<file path="src/rtl/div_pkg.sv">
// Shared definitions for the sequential restoring divider.
package div_pkg;
  localparam int DIV_WIDTH = 8;
  localparam int DIV_CNT_W = $clog2(DIV_WIDTH);

  typedef enum logic [1:0] {
    IDLE = 2'd0,
    RUN  = 2'd1,
    DONE = 2'd2
  } div_state_e;
endpackage

</file>
<file path="src/rtl/sub_borrow.sv">
// Combinational N-bit subtract returning difference and borrow-out.
module sub_borrow #(
  parameter int N = 9
) (
  input  logic [N-1:0] a_i,
  input  logic [N-1:0] b_i,
  output logic [N-1:0] diff_o,
  output logic         borrow_o
);
  assign {borrow_o, diff_o} = {1'b0, a_i} - {1'b0, b_i};
endmodule

</file>
<file path="src/rtl/div8_seq.sv">
// Sequential unsigned restoring divider, one quotient bit per clock,
// valid/ready handshakes on operand and result sides.
module div8_seq
  import div_pkg::*;
#(
  parameter int WIDTH = DIV_WIDTH
) (
  input  logic             wb_clk_i,
  input  logic             wb_rst_i,
  input  logic             start_valid,
  output logic             start_ready,
  input  logic [WIDTH-1:0] dividend,
  input  logic [WIDTH-1:0] divisor,
  output logic             res_valid,
  input  logic             res_ready,
  output logic [WIDTH-1:0] quotient,
  output logic [WIDTH-1:0] remainder,
  output logic             div_by_zero,
  output logic             busy
);
  localparam int CNT_W = (WIDTH > 1) ? $clog2(WIDTH) : 1;

  div_state_e       state_q;
  logic [WIDTH-1:0] q_q, dvs_q, quo_q, rem_q;
  // Partial remainder stays below the divisor, so its top bit is always 0
  // and only WIDTH bits are stored; the subtract itself runs at WIDTH+1.
  logic [WIDTH-1:0] r_q;
  logic [CNT_W-1:0] cnt_q;
  logic             dbz_q, vld_q, busy_q;

  logic [WIDTH:0]   t, diff;
  logic             borrow;
  logic [WIDTH-1:0] q_d, r_d;
  logic             unused_msb;

  assign t = {r_q, q_q[WIDTH-1]};

  sub_borrow #(.N(WIDTH + 1)) u_sub (
    .a_i     (t),
    .b_i     ({1'b0, dvs_q}),
    .diff_o  (diff),
    .borrow_o(borrow)
  );

  assign r_d        = borrow ? t[WIDTH-1:0] : diff[WIDTH-1:0];
  assign q_d        = {q_q[WIDTH-2:0], ~borrow};
  assign unused_msb = diff[WIDTH];

  assign start_ready = (state_q == IDLE);
  assign res_valid   = vld_q;
  assign quotient    = quo_q;
  assign remainder   = rem_q;
  assign div_by_zero = dbz_q;
  assign busy        = busy_q;

  always_ff @(posedge wb_clk_i or posedge wb_rst_i) begin
    if (wb_rst_i) begin
      state_q <= IDLE;
      q_q     <= '0;
      r_q     <= '0;
      dvs_q   <= '0;
      cnt_q   <= '0;
      quo_q   <= '0;
      rem_q   <= '0;
      dbz_q   <= 1'b0;
      vld_q   <= 1'b0;
      busy_q  <= 1'b0;
    end else begin
      case (state_q)
        IDLE: begin
          if (start_valid) begin
            busy_q <= 1'b1;
            if (divisor == '0) begin
              quo_q   <= '1;
              rem_q   <= dividend;
              dbz_q   <= 1'b1;
              state_q <= DONE;
            end else begin
              q_q     <= dividend;
              r_q     <= '0;
              dvs_q   <= divisor;
              cnt_q   <= '0;
              state_q <= RUN;
            end
          end
        end
        RUN: begin
          q_q   <= q_d;
          r_q   <= r_d;
          cnt_q <= cnt_q + 1'b1;
          if (cnt_q == CNT_W'(WIDTH - 1)) begin
            quo_q   <= q_d;
            rem_q   <= r_d;
            vld_q   <= 1'b1;
            state_q <= DONE;
          end
        end
        DONE: begin
          // Zero-divisor path enters DONE with valid still low; raise it here.
          if (!vld_q) begin
            vld_q <= 1'b1;
          end else if (res_ready) begin
            vld_q   <= 1'b0;
            dbz_q   <= 1'b0;
            busy_q  <= 1'b0;
            state_q <= IDLE;
          end
        end
        default: state_q <= IDLE;
      endcase
    end
  end
endmodule

</file>
<file path="config.mk">
export PLATFORM = sky130hd
export DESIGN_NAME = div8_seq
export DESIGN_NICKNAME = d
export VERILOG_FILES = /design/src/rtl/div_pkg.sv /design/src/rtl/sub_borrow.sv /design/src/rtl/div8_seq.sv
export SDC_FILE = /design/constraint.sdc
export NUM_CORES = 1
export LEC_CHECK = 0
export ABC_CLOCK_PERIOD_IN_PS = 6600
export BUFFER_PORTS_ARGS = -buffer_cell sky130_fd_sc_hd__buf_2
export CAP_MARGIN = 20
export CORE_ASPECT_RATIO = 0.6
export CORE_UTILIZATION = 45
export DETAILED_ROUTE_END_ITERATION = 10
export HOLD_SLACK_MARGIN = 0.06
export PLACE_DENSITY = 0.69
export SKIP_LAST_GASP = 1
export SLEW_MARGIN = 10
export SYNTH_ARGS = -nofsm -noshare
export SYNTH_HDL_FRONTEND = slang
export SYNTH_HIERARCHICAL = 1
export SYNTH_SLANG_ARGS = --single-unit
</file>
<file path="constraint.sdc">
create_clock -name wb_clk_i -period 6.6 [get_ports wb_clk_i]
set_clock_uncertainty 0.1 [all_clocks]
set_input_delay 0 -clock wb_clk_i [delete_from_list [all_inputs] [get_ports wb_clk_i]]
set_output_delay 0 -clock wb_clk_i [all_outputs]
set_load 0.01 [all_outputs]
</file>
# --- Word-level counts from Yosys, hierarchy flattened ---
# Cells that the tools add are included.
classes:
  addsub: 2
  eq_ne: 9
  mux: 35
  n_bitwise: 2
  n_reduce_logical: 12
op_table:
  columns: ["op", "n"]
  rows:
  - ["$mux 8", 11]
  - ["$pmux 8 s2", 4]
  - ["$reduce_and 4->1", 3]
  - ["$mux 2", 5]
  - ["$ne 2x2->1 const B", 5]
  - ["$sub 9x8->10", 1]
  - ["$logic_not 8->1", 1]
  - ["$mux 1", 8]
  - ["$mux 3", 2]
  - ["$pmux 1 s2", 3]
  - ["$pmux 2 s3", 1]
  - ["$pmux 3 s2", 1]
  - ["$reduce_and 3->1", 2]
  - ["$reduce_bool 2->1", 3]
  - ["$reduce_and 5->1", 1]
  - ["$add 3x1->3 const B", 1]
  - ["$eq 3x3->1 const B", 1]
  - ["$eq 2x1->1 const B", 1]
  - ["$eq 2x2->1 const B", 1]
  - ["$logic_not 2->1", 1]
  - ["$ne 2x1->1 const B", 1]
  - ["$not 1->1", 2]
  - ["$reduce_and 2->1", 1]
word_totals:
  regBits: 48
  input_bits: 20
  out_inout_bits: 20
  elab_cells: 70

# --- Depth between registers and ports, before layout ---
# Gate-level depths: netlist of the first run.
logic_depth:
  depth_word: 4
  depth_mapped: 12
  mapped_depth_nobuf: 11

# --- By module ---
# The synthesis of the first run kept the hierarchy.
by_module_without_submodules:
  columns: ["mod", "n_inst", "cells_per_inst", "area_per_inst_um2", "seq_area_each_um2"]
  rows:
  - ["div8_seq", 1, 176, 2173.3, 1201.2]
  - ["sub_borrow", 1, 50, 369.1, 0.0]

# --- Worst setup path after synthesis of the first run ---
# No wires, ideal clock.
synth_path:
  kind: "flip-flop to flip-flop"
  startpoint: "register r_q[0]"
  endpoint: "register rem_q[7], in the netlist remainder[7]"
  setup_ns: 0.125
  arrival_ns: 2.484
  t_required_ns: 6.375
  setup_slack_ns: 3.891
  path_stages_with_launch: 10
  period_less_slack_ns: 2.709
  path_cell_list: "dfrtp_1 -> ha_1 -> a21o_1 -> a21o_1 -> a41o_1 -> a31oi_1 -> clkbuf_1 -> mux2i_1 -> o21ai_0 -> mux2_4"
synth_between:
  elab_chain_len: 4
synth_rtl:
  columns: ["element", "line_no", "text"]
  rows:
  - ["start, declared", "div8_seq.sv:27", "logic [WIDTH-1:0] r_q;"]
  - ["start signal, assigned", "div8_seq.sv:89", "r_q <= r_d;"]
  - ["$sub 9x8->10", "sub_borrow.sv:10", "assign {borrow_o, diff_o} = {1'b0, a_i} - {1'b0, b_i};"]
  - ["named net borrow", "div8_seq.sv:32", "logic borrow;"]
  - ["$mux 8", "div8_seq.sv:45", "assign r_d = borrow ? t[WIDTH-1:0] : diff[WIDTH-1:0];"]
  - ["$mux 8", "div8_seq.sv:91", "if (cnt_q == CNT_W'(WIDTH - 1)) begin"]
  - ["$pmux 8 s2", "div8_seq.sv:69", "case (state_q)"]
  - ["end signal, assigned", "div8_seq.sv:75", "rem_q <= dividend;"]
  - ["end signal, assigned", "div8_seq.sv:93", "rem_q <= r_d;"]
  - ["end, declared", "div8_seq.sv:24", "logic [WIDTH-1:0] q_q, dvs_q, quo_q, rem_q;"]
# The timed path passes the listed nets, and every way through them passes these cells. The select of a mux whose other input is x is not followed.
# A chain may end at the register's enable or synchronous reset.

# --- Final worst setup path of the first run ---
layout_path:
  startpoint: "register r_q[3]"
  endpoint: "register rem_q[5], in the netlist remainder[5]"
# The elaborated chain is that of the path after synthesis.

==> results.ini, run 1 <==
[run_status]
status = complete, but fails checks
violations = design-rule violations

[routing]
firstDrtPassIters = 9
first_iter_violations = 90
avgViaCountPerCell = 5.12
wire_per_inst_um = 14.9
drtAntennaViolNets = 0
drc = 2
wirelength_um = 5180
vias = 1778

[worst_setup_path]
ff2ff_path_depth = 9
crit_end = remainder[5]
r2r_start = r_q[3]
reg2reg_to = remainder[5]
rrSetupSlack_ns = 3.94
end_kind = register
criticalPathCategory = register to register
cp-start-kind = register
worst_setup_path_startpoint = r_q[3]
cp_data_arrival_time_ns = 2.75
critPathMaxFanout = 10
required_ns = 6.69

[run]
maxCapViolCount = 0

[clock_network]
cts_sinks = 48
clk_latency_ns = 0.31
cts_setup_buffers = 0
numCtsBuffers = 5
max-clock-path-buffers = 2
holdBufCountCts = 20
htreeDepth = 2
ctsResizeCount = 0
cts.clk_slew.worst_paths_ns = 0.09
cts_root_buf = clkbuf_8
cts_tree = built

[grt]
grt_antenna_before_repair = 0
grt_use_total = 0.198
grt_first_pass_wirelength_um = 8700
grt-ovfl-total = 0
grt_pass1_vias = 1801
grt_max_degree = 49

[layout]
final_util = 0.593
final_cell_count_no_fill = 347
ff_latch_area_um2 = 1200
final_area_um2 = 3090
drive_gt1_frac = 0.313
multi_input_area_um2 = 1180
n_antenna_cell = 0
fin_nets = 312
syn_to_final_growth_pct = 23.2
num-fill-cells = 456

[sta]
slew_headroom = 0.436
setup_violations = 0
period_minus_slack_ns = 2.66
period_share = 0.402
worstMarginPinSlew_ns = 0.847
rsz0062_at_grt = false
slew_violations = 0
max_freq_ghz = 0.376
tns_ns = 0
hold_viol_final = 0

[floorplan]
die_w_um = 98.3
start_util = 0.481
die_area_um2 = 5880
pin_count = 40
rows = 20
core_area_um2 = 5200
die_y_um = 59.8

[pwr]
leakage_nw = 1.53
seq_power_share = 0.350
netSwitchingFraction = 0.382
power_density_nw_per_um2 = 491
cellInternalPower_mw = 0.936
switchingPower_mw = 0.578
p_comb_frac = 0.496
ir_drop_v = 0.000167
p_clk_frac = 0.154

[place]
dp_cells = 318
place_congestion = 0.794
portBuffers = 39
hpwl_um = 3610
postPlaceCellArea_um2 = 2740

[yosys]
synthesis.area_um2 = 2500
synth_warnings = 6
syn_nets = 253
syn_area_per_cell_um2 = 11.3
netlist_instances = 221

[min_path]
min_path_type = input port to async pin

-- area by class of cell --
type / count / area share
Sequential cell: 48 / 0.389
Inverter: 16 / 0.0195
Clock buffer: 7 / 0.0312
Timing Repair Buffer: 62 / 0.139
Tap cell: 66 / 0.0268
Multi-Input combinational cell: 147 / 0.384
Clock inverter: 1 / 0.00973
-- cells in the final DEF, fill, tap and decap left out, types with 3 or more instances in the layout --
| cell | instances |
|---|---|
| dfrtp_1 | 48 |
| buf_2 | 39 |
| nand2_1 | 30 |
| mux2_2 | 22 |
| dlygate4sd3_1 | 20 |
| inv_1 | 14 |
| o21ai_0 | 13 |
| ha_1 | 11 |
| mux2i_1 | 9 |
| a21oi_1 | 8 |
| o22a_2 | 7 |
| clkbuf_8 | 7 |
| o2bb2ai_1 | 6 |
| a21o_1 | 5 |
| nor2_1 | 4 |
| o21bai_1 | 3 |
| xor2_1 | 3 |
| xnor2_1 | 3 |
-- metal layers --
metal	routed length (µm)	GRT usage
met3	188	0.0421
met2	2150	0.300
met1	2780	0.287
met5	0	0
met4	59	0.0640
-- critical path, stage by stage (launching register included) --
cell and delay (ns):
dfrtp_1 0.41, ha_1 0.34, a21oi_1 0.27, o21ai_0 0.14, a41o_1 0.25, a31oi_1 0.16
buf_4 0.23, mux2i_1 0.26, o21ai_0 0.10, mux2_2 0.29
-- sequential cells by signal, indices dropped and copies added (netlist names) --
| name | flops |
|---|---|
| dvs_q | 8 |
| q_q | 8 |
| quotient | 8 |
| r_q | 8 |
| remainder | 8 |
| cnt_q | 3 |
| state_q | 2 |
| busy | 1 |
| div_by_zero | 1 |
| res_valid | 1 |
-- how the worst min path moves through the flow --
stage,startpoint,end,slack (ns),depth (start not counted)
after detailed placement,divisor[5],dvs_q[5],0.19,2
after floorplan,divisor[0],dvs_q[0],0.05,1
after global placement,wb_rst_i,quotient[2],0.19,2
final,wb_rst_i,quotient[2],0.05,3
after CTS,remainder[4],remainder[4],0.40,2
after global routing,wb_rst_i,quotient[2],0.08,3
-- power by group through the flow --
stage / logic, mW / clock network [mW] / registers (mW)
2_1_floorplan: 0.562 / 0 / 0.528
3_3_place_gp: 0.731 / 0 / 0.529
3_5_place_dp: 0.739 / 0 / 0.534
4_1_cts: 0.755 / 0.237 / 0.529
5_1_grt: 0.852 / 0.249 / 0.547
6_report: 0.751 / 0.233 / 0.530
-- through the flow --
stage               hold slack, ns  power, mW  worst slack, ns
detailed placement           0.190       1.27             3.96
finish                      0.0549       1.51             3.94
CTS                          0.396       1.52             3.93
floorplan                   0.0517       1.09             3.89
global placement             0.185       1.26             4.04
global route                0.0804       1.65             3.76
Power figures use the tool's default switching activity.
==> run 2: changes to the inputs <==
--- a/config.mk
+++ b/config.mk
@@ -5,7 +5,7 @@
 export SDC_FILE = /design/constraint.sdc
 export NUM_CORES = 1
 export LEC_CHECK = 0
-export ABC_CLOCK_PERIOD_IN_PS = 6600
+export ABC_CLOCK_PERIOD_IN_PS = 2600
 export BUFFER_PORTS_ARGS = -buffer_cell sky130_fd_sc_hd__buf_2
 export CAP_MARGIN = 20
 export CORE_ASPECT_RATIO = 0.6
==> constraint.sdc (replaced) <==
create_clock -name wb_clk_i -period 2.6 [get_ports wb_clk_i]
set_clock_uncertainty 0.1 [all_clocks]
set_input_delay 0 -clock wb_clk_i [delete_from_list [all_inputs] [get_ports wb_clk_i]]
set_output_delay 0 -clock wb_clk_i [all_outputs]
set_load 0.01 [all_outputs]
==> run 2 against run 1 <==
Effect of this change: first-iteration DRC count down 3.3%; sequential power increased to 2.5 times the previous value; design area grew 5.4%; largest cell class is now multi-input gates; non-clock buffer count up 11; global-route usage increased by 0.11 points; setup slack worse by 3.9 ns; via count up 6.0%; combinational power grew to 3.1 times the previous value; count of clock-buffer cells in the layout decreased by 2; the run still ends with design-rule violations left; sequential share of layout area fell by 2.0 points.
==> results.ini, run 2 (synthesis gave the netlist of run 1 again) <==
[sta]
hold_viol_final = 0
worstMarginPinSlew_ns = 0.910
period_minus_slack_ns = 2.52
timing.final.ws_setup_ns = 0.0822
slew_violations = 0
slew_headroom = 0.393
period_share = 0.968
setup_violations = 0
tns_ns = 0
holdWs_ns = 0.394
max_freq_ghz = 0.397

[layout]
final_cell_count_no_fill = 358
ff_latch_area_um2 = 1200
layout_commonest_cell = dfrtp_1
mostFrequentLayoutCells = dfrtp_1 (48), buf_2 (39), nand2_1 (30)
fin_nets = 323
multi_input_area_um2 = 1270
syn_to_final_growth_pct = 29.9
num-fill-cells = 442
n_antenna_cell = 0
drive_gt1_frac = 0.370
final_util = 0.625

[place]
hpwl_um = 3750
pre_cts_ws_ns = -0.0205
place_congestion = 0.842
portBuffers = 39
dp_cells = 323

[clock_network]
cts_sinks = 48
cts_tree = built
cts.clk_slew.worst_paths_ns = 0.09
clk_latency_ns = 0.31
cts_root_buf = clkbuf_8
numCtsBuffers = 5
htreeDepth = 2
max-clock-path-buffers = 2

[grt]
grt_max_degree = 49
grt-ovfl-total = 0
grt_first_pass_wirelength_um = 8870
grt_use_total = 0.199
grt_pass1_vias = 1801
grt_antenna_before_repair = 0

[pwr]
ir_drop_v = 0.000550
seq_power_share = 0.317
cellInternalPower_mw = 2.59
p_comb_frac = 0.556
leakage_nw = 1.56
switchingPower_mw = 1.66
power_density_nw_per_um2 = 1310
netSwitchingFraction = 0.391
p_clk_frac = 0.128

[run]
maxCapViolCount = 0

[worst_setup_path]
cp_data_arrival_time_ns = 2.61
crit_path_max_incr_delay_ns = 0.38
cp-start-kind = register
worstPathCellList = inv_1 > ha_1 > a21o_1 > a21o_1 > a41o_1 > a31oi_4 > buf_8 > mux2i_4 > o21ai_0 > mux2_2
criticalPathCategory = register to register
critPathTopFamily = compound AO/OA/AOI/OAI gates
slowest_stage = dfrtp_1
required_ns = 2.69
cp_common_cell = a21o_1
critPathMaxFanout = 7
end_kind = register
crit_buf_inv = 2

[routing]
wirelength_um = 5550
drc = 4
avgViaCountPerCell = 5.26
wire_per_inst_um = 15.5
vias = 1884
wl_met3_um = 258
wl_met2_um = 2360
drt-met1-wl_um = 2890
highest_layer = met4
firstDrtPassIters = 7
drtAntennaViolNets = 0
first_iter_violations = 87

[floorplan]
rows = 20
die_area_um2 = 5880
die_y_um = 59.8
pin_count = 40
core_area_um2 = 5200
die_w_um = 98.3
start_util = 0.481

[min_path]
min_path_type = register to register

[run_status]
status = complete, but fails checks
violations = design-rule violations

[run 2: changes by cell type in the layout (fill, tap and decap cells not counted), moves of 3 or more]
cell     before  now
o21ai_1       0    3
mux2i_1       9    4
o21ai_0      13   10
buf_4         2   11
mux2i_2       0    3
[run 2: worst paths after layout]
kind,to,slack [ns],depth (start not counted),startpoint
setup / recovery,remainder[0],0.08,10,dvs_q[1]
hold / removal,quotient[4],0.39,1,quotient[4]
setup reg to reg,remainder[0],0.08,10,dvs_q[1]
hold reg to reg,quotient[4],0.39,1,quotient[4]
max in group asynchronous,cnt_q[1],1.33,5,wb_rst_i
min in group asynchronous,quotient[5],0.59,4,wb_rst_i
[run 2: final cells by class]
cell class                 instances  area share
multi-input combinational        147       0.392
sequential                        48       0.369
timing repair buffer              73       0.161
tap                               66      0.0254
clock buffer                       5      0.0212
inverter                          16      0.0185
clock inverter                     3      0.0131
[run 2: metrics by stage]
step	area (µm²)	power, mW
5_1_grt	3250	4.57
4_1_cts	3110	3.94
2_1_floorplan	2510	2.77
6_report	3250	4.25
3_3_place_gp	2780	3.26
3_5_place_dp	2780	3.30
[run 2: power groups by stage]
stage | Combinational [mW] | Clock [mW] | Sequential, mW
after floorplan | 1.43 | 0 | 1.34
after global placement | 1.92 | 0 | 1.34
after detailed placement | 1.96 | 0 | 1.35
after CTS | 2.06 | 0.548 | 1.33
after global routing | 2.60 | 0.578 | 1.39
final | 2.36 | 0.544 | 1.35
[run 2: metal layers]
layer,global-route usage,up-vias
met5,0,-
met4,0.0469,0
met3,0.0433,4
met2,0.307,49
met1,0.290,920
li1,-,911
[run 2: timing repair]
item / in CTS / in global routing
pin swaps: 1 / 4
hold endpoints to repair: 76 / 5
buffers inserted: 1 / 4
hold buffers: 20 / 1
gates resized for setup: 3 / 17
endpoints found under the setup margin: 4 / 10
==> run 3: changes to the inputs <==
--- a/config.mk
+++ b/config.mk
@@ -5,13 +5,14 @@
 export SDC_FILE = /design/constraint.sdc
 export NUM_CORES = 1
 export LEC_CHECK = 0
-export ABC_CLOCK_PERIOD_IN_PS = 2600
+export ABC_CLOCK_PERIOD_IN_PS = 3100
 export BUFFER_PORTS_ARGS = -buffer_cell sky130_fd_sc_hd__buf_2
 export CAP_MARGIN = 20
 export CORE_ASPECT_RATIO = 0.6
 export CORE_UTILIZATION = 45
 export DETAILED_ROUTE_END_ITERATION = 10
 export HOLD_SLACK_MARGIN = 0.06
+export MAX_ROUTING_LAYER = met4
 export PLACE_DENSITY = 0.69
 export SKIP_LAST_GASP = 1
 export SLEW_MARGIN = 10
==> constraint.sdc (replaced) <==
create_clock -name wb_clk_i -period 3.1 [get_ports wb_clk_i]
set_clock_uncertainty 0.1 [all_clocks]
set_input_delay 0 -clock wb_clk_i [delete_from_list [all_inputs] [get_ports wb_clk_i]]
set_output_delay 0 -clock wb_clk_i [all_outputs]
set_load 0.01 [all_outputs]
==> run 3 against run 2 <==
Effect of this change: the flow still finishes with violations (design-rule violations); register-to-register slack improved by 0.18 ns; count of clock-buffer cells in the layout unchanged; first-iteration DRC count decreased by 22%; via count decreased by 6.8%; sequential cell count unchanged; setup slack improved by 0.18 ns; combinational power decreased by 31%; critical path type unchanged; largest cell class is now sequential cells; highest routed layer unchanged.
==> results.ini, run 3 (synthesis gave the netlist of run 1 again) <==
[place]
hpwl_um = 3720
portBuffers = 39
postPlaceCellArea_um2 = 2750
place_congestion = 0.817
pre_cts_ws_ns = 0.180

[clock_network]
htreeDepth = 2
cts_root_buf = clkbuf_8
cts_setup_buffers = 0
max-clock-path-buffers = 2
cts_sinks = 48
numCtsBuffers = 5
clk_latency_ns = 0.30
cts.clk_slew.worst_paths_ns = 0.09
cts_tree = built

[layout]
n_antenna_cell = 0
syn_to_final_growth_pct = 23.1
fin_nets = 313
drive_gt1_frac = 0.319
final_area_um2 = 3080
num-fill-cells = 445
layout_commonest_cell = dfrtp_1
mostFrequentLayoutCells = dfrtp_1 (48), buf_2 (39), nand2_1 (30)

[routing]
first_iter_violations = 68
firstDrtPassIters = 9
drtAntennaViolNets = 0
wirelength_um = 5190
drc = 2
avgViaCountPerCell = 5.04
vias = 1755
wire_per_inst_um = 14.9

[pwr]
ir_drop_v = 0.000411
leakage_nw = 1.52
power_density_nw_per_um2 = 1040

[sta]
period_minus_slack_ns = 2.84
worstMarginPinSlew_ns = 0.898
hold_viol_final = 0
period_share = 0.916
setup_violations = 0
rsz0062_at_grt = false
timing.final.ws_setup_ns = 0.261
slew_violations = 0
tns_ns = 0
max_freq_ghz = 0.352
slew_headroom = 0.401

[floorplan]
start_util = 0.481
core_area_um2 = 5200
rows = 20
pin_count = 40
die_w_um = 98.3
die_y_um = 59.8
die_area_um2 = 5880

[grt]
grt_use_total = 0.200
grt_util_met2 = 0.293
grt_first_pass_wirelength_um = 8630
grt-ovfl-total = 0
grtUsageMet1 = 0.288
grt_antenna_before_repair = 0
grt_max_degree = 49
grtUsageMet3 = 0.0444
grt_pass1_vias = 1746
top_usage_layer = met2

[worst_setup_path]
slowest_stage = dfrtp_1
reg2reg_to = remainder[5]
worstPathCellList = ha_1 > a21o_1 > a21o_1 > a41o_1 > a31oi_2 > buf_4 > mux2i_1 > o21ai_0 > mux2_2
criticalPathCategory = register to register
cp_common_cell = a21o_1
crit_buf_inv = 1
crit_path_max_incr_delay_ns = 0.44
required_ns = 3.19
ff2ff_path_depth = 9
rrSetupSlack_ns = 0.26
cp_data_arrival_time_ns = 2.93
cp-start-kind = register
critPathMaxFanout = 8
critPathTopFamily = compound AO/OA/AOI/OAI gates
end_kind = register
r2r_start = r_q[0]

[run_status]
violations = design-rule violations
status = complete, but fails checks

[run]
maxCapViolCount = 0

[min_path]
min_path_type = input port to async pin

run 3: cell count changes in the layout (fill, tap and decap cells not counted), moves of 3 or more:
cell / delta
mux2i_1: +5
mux2i_2: -3
buf_4: -8
o21ai_0: +3
o21ai_1: -3
run 3: worst max-delay path by stage:
| stage | from | endpoint | slack [ns] | cells past startpoint |
|---|---|---|---|---|
| after floorplan | r_q[0] | remainder[7] | 0.39 | 9 |
| after global placement | r_q[0] | remainder[0] | 0.34 | 9 |
| after detailed placement | r_q[0] | remainder[5] | 0.18 | 9 |
| after CTS | r_q[0] | remainder[5] | 0.16 | 9 |
| after global routing | r_q[0] | remainder[7] | 0.10 | 9 |
| final | r_q[0] | remainder[5] | 0.26 | 9 |
run 3: stage by stage:
stage	total power, mW	std cells	hold WS (ns)	utilization
after floorplan	2.32	221	0.0517	-
after global placement	2.70	319	0.186	0.528
after detailed placement	2.74	319	0.192	0.528
after CTS	3.22	347	0.388	0.588
after global routing	3.49	348	0.233	0.593
final	3.21	348	0.164	0.593
run 3: power by group:
part / switching (mW) / internal [mW]
clock network: 0.212 / 0.239
registers: 0.202 / 0.919
logic: 0.836 / 0.803
total: 1.25 / 1.96
run 3: layout make-up:
class	count	area, µm²	area share
Tap cell	66	82.6	0.0268
Clock inverter	3	42.5	0.0138
Multi-Input combinational cell	147	1190	0.386
Timing Repair Buffer	63	438	0.142
Inverter	16	60.1	0.0195
Sequential cell	48	1200	0.389
Clock buffer	5	68.8	0.0223
run 3: metal layers:
| metal | vias to the layer above | share of wire |
|---|---|---|
| met5 | - | 0 |
| met4 | 0 | 0.0037 |
| met1 | 824 | 0.54 |
| met2 | 34 | 0.42 |
| met3 | 2 | 0.037 |
| li1 | 895 | - |
run 3: what timing repair did:
item / CTS / global route
endpoints found under the hold margin: 76 / 0
gates resized for setup: 0 / 1
hold buffers: 20 / 0
endpoints found under the setup margin: 0 / 1
run 3: worst min-delay path, delay by kind of cell:
kind | cells | cell delay (ns)
buffers and inverters | 3 | 1.02
